==> src/rtl/fft_helpers_bit_reverse_stream.sv <==
// rtl/fft_helpers_bit_reverse_stream.sv - streaming bit-reversal reorder buffer with ping-pong banks
// Samples are written at bitrev(index) and read out linearly, so output m carries input bitrev(m).
module fft_helpers_bit_reverse_stream #(
    parameter int BIT_WIDTH = 32,
    parameter int N_SAMPLES = 8
) (
    input  logic                 clk,
    input  logic                 reset,
    input  logic                 recv_val,
    output logic                 recv_rdy,
    input  logic [BIT_WIDTH-1:0] recv_msg,
    output logic                 send_val,
    input  logic                 send_rdy,
    output logic [BIT_WIDTH-1:0] send_msg
);
    localparam int IW = $clog2(N_SAMPLES);
    localparam logic [IW-1:0] LAST = IW'(N_SAMPLES - 1);

    logic [BIT_WIDTH-1:0] mem [2][N_SAMPLES];
    logic [1:0]           full;
    logic                 wr_bank;
    logic                 rd_bank;
    logic [IW-1:0]        wr_idx;
    logic [IW-1:0]        rd_idx;
    logic                 wr_fire;
    logic                 rd_fire;

    function automatic logic [IW-1:0] bitrev(input logic [IW-1:0] v);
        logic [IW-1:0] r;
        for (int i = 0; i < IW; i++) begin
            r[i] = v[IW-1-i];
        end
        return r;
    endfunction

    // Ready depends only on state so upstream never sees a combinational path from send_rdy.
    assign recv_rdy = !full[wr_bank];
    assign send_val = full[rd_bank];
    assign send_msg = send_val ? mem[rd_bank][rd_idx] : '0;
    assign wr_fire  = recv_val && recv_rdy;
    assign rd_fire  = send_val && send_rdy;

    always_ff @(posedge clk) begin
        if (reset) begin
            full    <= 2'b00;
            wr_bank <= 1'b0;
            rd_bank <= 1'b0;
            wr_idx  <= '0;
            rd_idx  <= '0;
            for (int b = 0; b < 2; b++) begin
                for (int i = 0; i < N_SAMPLES; i++) begin
                    mem[b][i] <= '0;
                end
            end
        end else begin
            // The write bank is empty and the read bank is full, so the two
            // flag updates below always target different banks.
            if (wr_fire) begin
                mem[wr_bank][bitrev(wr_idx)] <= recv_msg;
                wr_idx <= wr_idx + 1'b1;
                if (wr_idx == LAST) begin
                    full[wr_bank] <= 1'b1;
                    wr_bank       <= !wr_bank;
                end
            end
            if (rd_fire) begin
                rd_idx <= rd_idx + 1'b1;
                if (rd_idx == LAST) begin
                    full[rd_bank] <= 1'b0;
                    rd_bank       <= !rd_bank;
                end
            end
        end
    end
endmodule

==> config.mk <==
export PLATFORM = sky130hd
export DESIGN_NAME = fft_helpers_bit_reverse_stream
export DESIGN_NICKNAME = d
export VERILOG_FILES = /design/src/rtl/fft_helpers_bit_reverse_stream.sv
export SDC_FILE = /design/constraint.sdc
export NUM_CORES = 1
export LEC_CHECK = 0
export ABC_AREA = 1
export BUFFER_PORTS_ARGS = -buffer_cell sky130_fd_sc_hd__buf_2
export CORE_AREA = 2 2 287 260
export CTS_CLUSTER_SIZE = 30
export DETAILED_ROUTE_END_ITERATION = 10
export DIE_AREA = 0 0 289 262
export SLEW_MARGIN = 15
export SYNTH_ARGS = -nofsm -noshare
export SYNTH_HDL_FRONTEND = slang
export SYNTH_SLANG_ARGS = --single-unit
export TNS_END_PERCENT = 30
==> constraint.sdc <==
create_clock -name clk -period 5.2 [get_ports clk]
set_input_delay 0.52 -clock clk [delete_from_list [all_inputs] [get_ports clk]]
set_output_delay 0.52 -clock clk [all_outputs]
set_load 0.005 [all_outputs]
==> summary.txt, run 1 <==
Outcome
  – Status: complete, no violations

Worst setup path
  – WS Path Type: flop to output port
  – CP Capture Type: output port
  – CP arrival: 3.30 ns
  – Worst setup SP type: flop
  – CP Max Fanout: 64
  – WP data required: 4.68 ns

Timing
  – RSZ-0062 raised after global routing: no
  – Peak Freq: 261 MHz
  – Number of slew-limit violations in the final report: 0
  – Min Hold Slack: ~0.29 ns
  – Final setup violation count: 0
  – TNS Setup: 0 ns
  – Worst slew margin: 22.2%
  – Final Hold Vio Count: 0
  – Period utilization: ~74%
  – Worst Skew: 0.0113 ns
  – Worst Slack Setup Final: 1.38 ns
  – Slew @ Worst Pin: 1.16 ns
  – Period minus WS final: around 3.8 ns

Global route
  – Vias in the first global route: 16167
  – GRT overflow: 0
  – Tot GR Track Use: 18.0%
  – First-pass GRT wire length: 103000 um
  – Antenna violations before repair: 0
  – Largest net degree at the start of global routing: 98

Synthesis
  – Cell taking the most area after synthesis: edfxtp_1
  – Yosys top cell area share: 64.5%
  – Post-Synth XOR/XNOR Area: 0%
  – Mean Syn Cell Area: 9.53 sq um
  – Syn. warnings: 0
  – Post-Synthesis Cells: approximately 2500
  – Synth Cell Area: 23800 sq um
  – Synth Area in Compound Gates: 1.19%
  – Top area cells in the synthesized netlist: edfxtp_1 65%, nand2_1 12%, nand3_1 6.7%
  – Yosys cell types: 24
  – Post-Synth Adder-Cell Area: 0.420%
  – Fraction of the mapped netlist area in simple logic gates: 25.1%
  – Synthesis-stage register bit count: 523
  – Post-synthesis mux area share: 0%
  – Syn_nets: ~2500
  – Register area share after synthesis: 65.5%
  – Largest family of logic cells by synthesized area: simple AND/OR/NAND/NOR gates

Pwr
  – Pwr dens: between 300 and 400 nW/um^2
  – Peak VDD IR: around 260 uV
  – Leak: ~11 nW

Clocking
  – CTS Buf Count: 54
  – Clock insertion delay at the later pin of the skew report: 0.60 ns
  – Setup bufs post-CTS: 0
  – Clock transition at path regs: 0.06 ns
  – CTS Buffer Depth: 3
  – H-tree levels: 2
  – CTS tree: yes
  – CTS sink count: 523
  – # hold bufs at CTS: 0
  – CTS resizes: 0
  – Root Buffer: clkbuf_16

Place
  – Gpl congestion: 0.814
  – DP Cell Count: 3415
  – I/O Buffers: 69
  – HPWL Detailed: 37900 um
  – Pre-CTS WS: 1.73 ns

Drt
  – DRT antenna net count: 0
  – Drt first pass iters: 6
  – Initial DRC Count: between 1500 and 2000
  – WL/cell: 19.4 um
  – Via count: ~17000
  – WL final: 68100 um
  – Drc violations: 0
  – Vias per cell: slightly below 5

Die
  – Core box area: about 73000 sq um
  – Die ar.: 75700 sq um
  – Die W: roughly 290 um
  – Ports: 70
  – Initial core utilization: 32.8%
  – Chip height: 262 um
  – Num rows: 94

Layout
  – Final Non-Filler Cells: roughly 3500
  – Area Overhead vs Synth: 12.5%
  – Final #Nets: 2556
  – N_diodes: 0
  – Fraction of layout cells with a size suffix above 1: 8.34%

Run
  – Max-Cap Viols: 0

Hold path
  – Hold Path Class: input pin to flop
-- layout make-up --
class	instances	area, sq um
clock buffers	74	1470
repair buffers	100	603
fillers	7225	45900
clock inverters	25	279
inverters	308	1170
multi-input cells	1525	6470
flip-flops and latches	523	15600
well taps	960	1200
-- critical path: stages (launching register included) --
cell,delay [ns]
dfxtp_4,0.75
buf_4,0.72
nand2_1,0.10
nand2_1,0.10
nand2_1,0.05
nand3_1,0.13
nand3_1,0.10
a21oi_1,0.46
buf_2,0.22
-- cell usage in the layout (no fill, tap or decap), types with 29 or more instances in the layout --
master	n
a21oi_1	43
inv_1	271
nor2_1	335
clkbuf_16	55
nand2_1	777
clkinv_1	41
nand3_1	320
buf_4	29
buf_2	69
edfxtp_1	512
-- state kept, by name, indices dropped and copies added (netlist names), named ones only --
name and flops:
wr_idx 3, full 2, rd_bank 1, mem 512, wr_bank 1, rd_idx 3
-- kinds of logic (layout without fill, tap and decap cells) --
logic type / count (synthesis) / count (layout)
flops: 523 / 523
buf+inv: 451 / 507
fa+ha+maj: 8 / 8
compound gates: 56 / 56
simple gates: 1461 / 1461
-- report_power, final --
group,total [mW],internal (mW),switching [mW]
Sequential,5.02,4.95,0.0701
Combinational,0.586,0.125,0.461
Clock,3.91,2.27,1.64
Total,9.51,7.34,2.17
-- layer usage --
layer / global-route usage [%] / vias up / wire (um)
met3: 2.80 / 113 / 5290
met2: 29.5 / 736 / 31600
li1: - / 8049 / -
met4: 5.15 / 0 / 1630
met5: 0 / - / 0
met1: 24.9 / 8154 / 29600
-- metrics by stage --
step                      area, sq um  utilization [%]  total power [mW]
after floorplan                 23800                -              5.43
after global placement          25000             34.4              5.68
after detailed placement        25000             34.4              5.69
after CTS                       26800             36.8              9.56
after global routing            26800             36.9              9.79
final                           26800             36.9              9.51
-- synthesized netlist by cell type, drive strengths merged --
master,instances
a21oi,44
and2,1
buf,48
clkbuf,95
clkinv,32
dfxtp,11
edfxtp,512
ha,8
inv,276
nand2,796
nand3,321
nand4,1
nor2,342
o21ai,12
-- final timing paths --
path	start	end	slack (ns)	depth (start not counted)
setup / recovery	flop	send_msg[31]	1.38	8
hold / removal	recv_val	wr_idx[2]$_SDFFE_PP0N_	0.29	3
setup reg to reg	wr_idx[0]$_SDFFE_PP0N_	mem[1][80]$_DFFE_PP_	1.66	10
hold reg to reg	rd_bank$_SDFFE_PP0P_	full[0]$_SDFF_PP0_	0.54	2
No activity file was read; power rests on OpenSTA's default activity.
==> run 2: changes to the inputs <==
clock period = 3.1 ns   (was 5.2 ns; I/O delays follow)
==> summary.txt, run 2 (synthesis results as in run 1) <==
Drt
  – Via count: 17316 (+1.5%)
  – DRT antenna net count: 0 (unchanged)
  – Drc violations: 0 (unchanged)
  – Vias per cell: 4.86 (+0.21%)
  – Initial DRC Count: 1881 (+3.2%)
  – WL/cell: 19.4 um (+0.18%)
  – Drt first pass iters: 5 (-1)
  – WL final: 69200 um (+1.5%)

Place
  – HPWL Detailed: 39600 um (+4.2%)
  – I/O Buffers: 69 (unchanged)
  – DP Cell Count: 3466 (+1.5%)
  – Placed cell area: 25600 sq um (+2.1%)
  – Gpl congestion: 0.789 (-3.1%)

Run
  – Max-Cap Viols: 0 (unchanged)

Worst setup path
  – CP Capture Type: output port
  – FF-to-FF setup slack: 0.22 ns (-1.44 ns)
  – Reg2reg start: wr_idx[0]$_SDFFE_PP0N_
  – Reg2reg path depth: 9 (-1)
  – WS Path Type: flop to output port
  – Critical register-to-register path endpoint: mem[1][125]$_DFFE_PP_
  – Critical Path Start: rd_idx[0]$_SDFFE_PP0P_
  – WP data required: 2.79 ns (-1.89 ns)
  – Worst setup SP type: flop
  – CP arrival: 2.68 ns (-0.62 ns)
  – CP Max Fanout: 47 (-27%)

Pwr
  – Leak: 11.6 nW (+2.3%)
  – PnR Total Power: 15.7 mW (+66%)
  – Pwr dens: 577 nW/um^2 (+63%)
  – Peak VDD IR: 427 uV (+65%)

Timing
  – Final setup violation count: 0 (unchanged)
  – RSZ-0062 raised after global routing: yes
  – Period minus WS final: 2.99 ns
  – Peak Freq: 334 MHz
  – Worst Skew: 0.0452 ns (+0.0339 ns)
  – Number of slew-limit violations in the final report: 0 (unchanged)
  – Min Hold Slack: 0.0598 ns (-0.229 ns)
  – Final Hold Vio Count: 0 (unchanged)
  – TNS Setup: 0 ns (unchanged)
  – Period utilization: 96.5%
  – Worst slew margin: 31.6% (+9.4 points)
  – Slew @ Worst Pin: 1.02 ns (-0.139 ns)

Layout
  – Area occupied by multi-input gates: 6480 sq um (+0.17%)
  – N_diodes: 0 (unchanged)
  – Top Registers: mem x512, rd_idx x3, wr_idx x3
  – Biggest register: mem
  – Area Overhead vs Synth: 14.6%
  – Final Non-Filler Cells: 3562 (+1.3%)
  – Design area: 27300 sq um (+1.8%)
  – Sequential Area: 15600 sq um (unchanged)
  – Fillers: 7241 (+0.22%)
  – Max reg flops: 512 (unchanged)
  – Final #Nets: 2607 (+2.0%)
  – Commonest non-fill, non-tap cell in the layout: nand2_1
  – Commonest non-fill, non-tap cells in the layout: 777 x nand2_1, 512 x edfxtp_1, 335 x nor2_1, 320 x nand3_1, 271 x inv_1
  – Fraction of layout cells with a size suffix above 1: 10.0% (+1.7 points)

Die
  – Chip height: 262 um (unchanged)
  – Ports: 70 (unchanged)
  – Num rows: 94 (unchanged)
  – Die W: 289 um (unchanged)
  – Core box area: 72700 sq um (unchanged)
  – Die ar.: 75700 sq um (unchanged)
  – Initial core utilization: 32.8% (unchanged)

Outcome
  – Status: complete, no violations

Hold path
  – Hold path depth: 3 (unchanged)
  – Hold Path Sink: wr_idx[0]$_SDFFE_PP0N_
  – Hold Path Class: input pin to flop
  – Worst hold start: recv_val

Clocking
  – H-tree levels: 2 (unchanged)
  – CTS resizes: 2 (+2)
  – Root Buffer: clkbuf_16
  – CTS Buf Count: 54 (unchanged)
  – Clock insertion delay at the later pin of the skew report: 0.64 ns (+0.04 ns)
  – Setup bufs post-CTS: 0 (unchanged)
  – CTS Buffer Depth: 3 (unchanged)
  – CTS tree: yes
  – CTS sink count: 523 (unchanged)
  – Clock transition at path regs: 0.07 ns (about the same)
  – # hold bufs at CTS: 0 (unchanged)

Global route
  – Antenna violations before repair: 1 (+1)
  – First-pass GRT wire length: 104000 um (+1.2%)
  – Tot GR Track Use: 18.4% (+0.32 points)
  – Largest net degree at the start of global routing: 119 (+21%)
  – GRT overflow: 0 (unchanged)
  – Vias in the first global route: 16564 (+2.5%)
-- run 2: cell type report --
cell class	instances	area share (%)
inverters	308	4.29
multi-input cells	1525	23.8
clock inverters	29	1.01
clock buffers	66	5.12
repair buffers	151	4.23
well taps	960	4.40
flip-flops and latches	523	57.2
-- run 2: how the worst max path moves through the flow --
stage,to,depth (start not counted)
global placement,mem[1][81]$_DFFE_PP_,9
floorplan,mem[1][128]$_DFFE_PP_,8
CTS,send_msg[16],7
global route,send_msg[21],9
finish,send_msg[31],7
detailed placement,mem[1][82]$_DFFE_PP_,9
-- run 2: critical path: stages (launching register included) --
cell and delay (ns):
dfxtp_4 0.38, inv_4 0.50, buf_4 0.39, nand3_1 0.12, nand3_1 0.08, nand3_1 0.07, a21oi_1 0.34, buf_2 0.18
-- run 2: through the flow --
| step | util [%] | setup slack, ns |
|---|---|---|
| 6_report | 37.5 | 0.109 |
| 5_1_grt | 37.5 | -0.0322 |
| 4_1_cts | 37.5 | 0.00596 |
| 3_5_place_dp | 35.2 | 0.161 |
| 3_3_place_gp | 35.2 | 0.128 |
| 2_1_floorplan | - | -0.110 |
-- run 2: layer usage --
layer | track usage [%] | part of all wire, % | vias up
met5 | 0 | 0 | -
met1 | 25.9 | 44 | 8355
met4 | 4.95 | 2.0 | 0
met2 | 29.4 | 46 | 717
met3 | 3.01 | 8.3 | 97
li1 | - | - | 8147
-- run 2: report_power, final --
group | total, mW | leakage, nW | switching [mW] | internal, mW
clock network | 6.30 | 0.806 | 2.78 | 3.52
registers | 8.40 | 5.33 | 0.113 | 8.29
logic | 1.04 | 5.51 | 0.780 | 0.262
total | 15.7 | 11.6 | 3.67 | 12.1
==> run 3: changes to the inputs <==
ABC_AREA = not set   (was 1)
BUFFER_PORTS_ARGS = not set   (was -buffer_cell sky130_fd_sc_hd__buf_2)
CORE_AREA = 2 2 279 254   (was 2 2 287 260)
DIE_AREA = 0 0 281 256   (was 0 0 289 262)
DONT_BUFFER_PORTS = 1   (was not set)
SETUP_SLACK_MARGIN = 0.5   (was not set)
==> summary.txt, run 3 <==
Synthesis
  – Synth Cell Area: 22600 sq um (-5.1%)
  – Top area cells in the synthesized netlist: edfxtp_1 68%, mux4_2 9.8%, and2_1 8.6%
  – Fraction of the mapped netlist area in simple logic gates: 11.6% (-14 points)
  – Syn. warnings: 0 (unchanged)
  – Mean Syn Cell Area: 17.2 sq um (+80%)
  – Post-Synthesis Cells: 1316 (-47%)
  – Asr flop ratio synth: 0% (unchanged)
  – Cell taking the most area after synthesis: edfxtp_1
  – Register area share after synthesis: 69.0% (+3.5 points)
  – Yosys top cell area share: 68.0% (+3.5 points)
  – Largest family of logic cells by synthesized area: multiplexers
  – Yosys cell types: 48 (+100%)
  – Post-synthesis mux area share: 12.3% (+12 points)
  – Number of synthesized flops with an enable pin: 512 (unchanged)
  – Most frequent cell after synthesis: edfxtp_1
  – Top_reg_cell synth: edfxtp_1
  – Synth top cells by count: 512 x edfxtp_1, 312 x and2_1, 98 x mux4_2, 54 x mux2i_1, 47 x clkbuf_1
  – Syn_nets: 1360 (-47%)
  – Synth Area in Compound Gates: 4.22% (+3.0 points)
  – Post-Synth XOR/XNOR Area: 0.0775% (+0.077 points)
  – Synthesis-stage register bit count: 523 (unchanged)
  – Post-Synth Adder-Cell Area: 0.443% (+0.023 points)

Place
  – I/O Buffers: 0 (-100%)
  – DP Cell Count: 2216 (-36%)
  – HPWL Detailed: 33300 um (-16%)
  – Gpl congestion: 0.751 (-4.9%)

Die
  – Die W: 281 um (-2.8%)
  – Core box area: 69200 sq um (-4.8%)
  – Ports: 70 (unchanged)
  – Chip height: 256 um (-2.3%)
  – Num rows: 92 (-2.1%)
  – Die ar.: 71900 sq um (-5.0%)
  – Initial core utilization: 32.7% (-0.098 points)

Timing
  – Final Hold Vio Count: 0 (unchanged)
  – Worst Skew: 0.0194 ns (-0.0258 ns)
  – Period minus WS final: 2.79 ns (-0.199 ns)
  – Worst slew margin: 49.8% (+18 points)
  – Period utilization: 90.1% (-6.4 points)
  – RSZ-0062 raised after global routing: yes
  – TNS Setup: 0 ns (unchanged)
  – Peak Freq: 358 MHz (+7.1%)
  – Final setup violation count: 0 (unchanged)
  – Number of slew-limit violations in the final report: 0 (unchanged)
  – Slew @ Worst Pin: 0.752 ns (-0.272 ns)

Global route
  – Antenna violations before repair: 4 (+3)
  – Tot GR Track Use: 18.2% (-0.15 points)
  – Largest net degree at the start of global routing: 35 (-71%)
  – First-pass GRT wire length: 93500 um (-10%)
  – Vias in the first global route: 12706 (-23%)
  – GRT overflow: 0 (unchanged)

Drt
  – Via count: 12768 (-26%)
  – Vias per cell: 5.26 (+8.1%)
  – DRT antenna net count: 0 (unchanged)
  – Drc violations: 0 (unchanged)
  – WL/cell: 27.3 um (+41%)
  – Initial DRC Count: 1297 (-31%)
  – Drt first pass iters: 5 (unchanged)
  – WL final: 66300 um (-4.2%)

Layout
  – Final #Nets: 1485 (-43%)
  – Area Overhead vs Synth: 21.3%
  – Commonest non-fill, non-tap cell in the layout: edfxtp_1
  – Max reg flops: 512 (unchanged)
  – Fillers: 6200 (-14%)
  – Top Registers: mem x512, rd_idx x3, wr_idx x3
  – Final Non-Filler Cells: 2429 (-32%)
  – Fraction of layout cells with a size suffix above 1: 25.8% (+16 points)
  – Commonest non-fill, non-tap cells in the layout: 512 x edfxtp_1, 312 x and2_1, 98 x mux4_2, 60 x clkbuf_16, 57 x buf_4
  – Biggest register: mem

Worst setup path
  – WP data required: 2.79 ns (about the same)
  – WS Path Type: flop to output port
  – CP Max Fanout: 8 (-83%)
  – CP arrival: 2.48 ns (-0.20 ns)
  – CP Capture Type: output port
  – Worst setup SP type: flop

Hold path
  – Hold Path Class: input pin to flop

Clocking
  – CTS Buf Count: 52 (-3.7%)
  – Clock transition at path regs: 0.07 ns (about the same)
  – Root Buffer: clkbuf_16
  – CTS sink count: 523 (unchanged)
  – CTS tree: yes
  – Clock insertion delay at the later pin of the skew report: 0.60 ns (-0.04 ns)
  – H-tree levels: 2 (unchanged)
  – CTS Buffer Depth: 3 (unchanged)

Run
  – Max-Cap Viols: 0 (unchanged)

Outcome
  – Status: complete, no violations

Pwr
  – Peak VDD IR: 429 uV (+0.49%)
  – Pwr dens: 560 nW/um^2 (-3.0%)
  – Leak: 9.52 nW (-18%)
## run 3: changes by cell type in the layout (fill, tap and decap cells not counted), sizes merged, moves of 33 or more
cell and delta:
clkinv -33, buf -42, nand3 -313, and2 +323
mux4 +98, dlygate4sd3 +36, a21oi -39, nor2 -333
and3 +33, mux2i +55, inv -272, nand2 -784
## run 3: critical path, stage by stage, from the launching register on
cell	delay (ns)
dfxtp_4	0.39
buf_12	0.17
buf_4	0.13
buf_6	0.11
mux4_2	0.49
a22o_1	0.19
a221o_1	0.40
## run 3: area by class of cell
cell class	count	area, sq um	share of cell area (%)
flip-flops and latches	523	15600	57.0
multi-input cells	705	6800	24.8
clock inverters	31	320	1.17
well taps	940	1180	4.29
diodes	10	25.0	0.0912
repair buffers	155	2110	7.70
inverters	4	15.0	0.0547
clock buffers	61	1360	4.95
## run 3: cell families after synthesis
group           Yosys count
buf+inv                  95
fa+ha+maj                 8
compound gates          115
mux                     154
simple gates            419
flops                   523
xor+xnor                  2
## run 3: report_power, final
group          leakage (nW)  internal, mW  switching, mW  total (mW)
registers              5.38          8.15          0.100        8.25
logic                  3.32         0.289          0.482       0.770
clock network         0.821          3.68           2.65        6.34
## run 3: worst paths after layout
path	startpoint	end	slack [ns]	cells after the start
hold reg to reg	wr_idx[1]$_SDFFE_PP0N_	wr_idx[1]$_SDFFE_PP0N_	0.52	2
setup reg to reg	wr_idx[1]$_SDFFE_PP0N_	mem[0][237]$_SDFFCE_PN0P_	0.42	8
hold / removal	recv_msg[0]	mem[1][128]$_DFFE_PP_	0.04	1
setup / recovery	flop	send_msg[30]	0.31	6
## run 3: repair_timing
action,CTS,global route
endpoints found under the hold margin,299,0
hold buffers,36,0
setup endpoints to repair,454,567
gates cloned,21,10
buffers inserted,31,13
pin swaps,37,13
gates resized for setup,79,52
## run 3: layer usage
metal	GRT usage, %	part of all wire [%]	wire, um	vias to the layer above
met5	0	0	0	-
met4	5.47	2.5	1640	0
met3	3.77	8.1	5400	93
met2	29.1	48	31700	527
met1	25.0	41	27500	6742
li1	-	-	-	5406
## run 3: stage by stage
| stage | hold WS [ns] | power [mW] | setup WS, ns | instance area, sq um | util [%] |
|---|---|---|---|---|---|
| floorplan | 0.469 | 8.71 | 0.372 | 22600 | - |
| global placement | 0.380 | 8.95 | 0.214 | 23800 | 34.4 |
| detailed placement | 0.382 | 8.98 | 0.205 | 23800 | 34.4 |
| CTS | 0.0182 | 15.4 | 0.274 | 26900 | 38.9 |
| global route | 0.0384 | 15.8 | 0.244 | 27400 | 39.6 |
| finish | 0.0379 | 15.4 | 0.308 | 27400 | 39.6 |
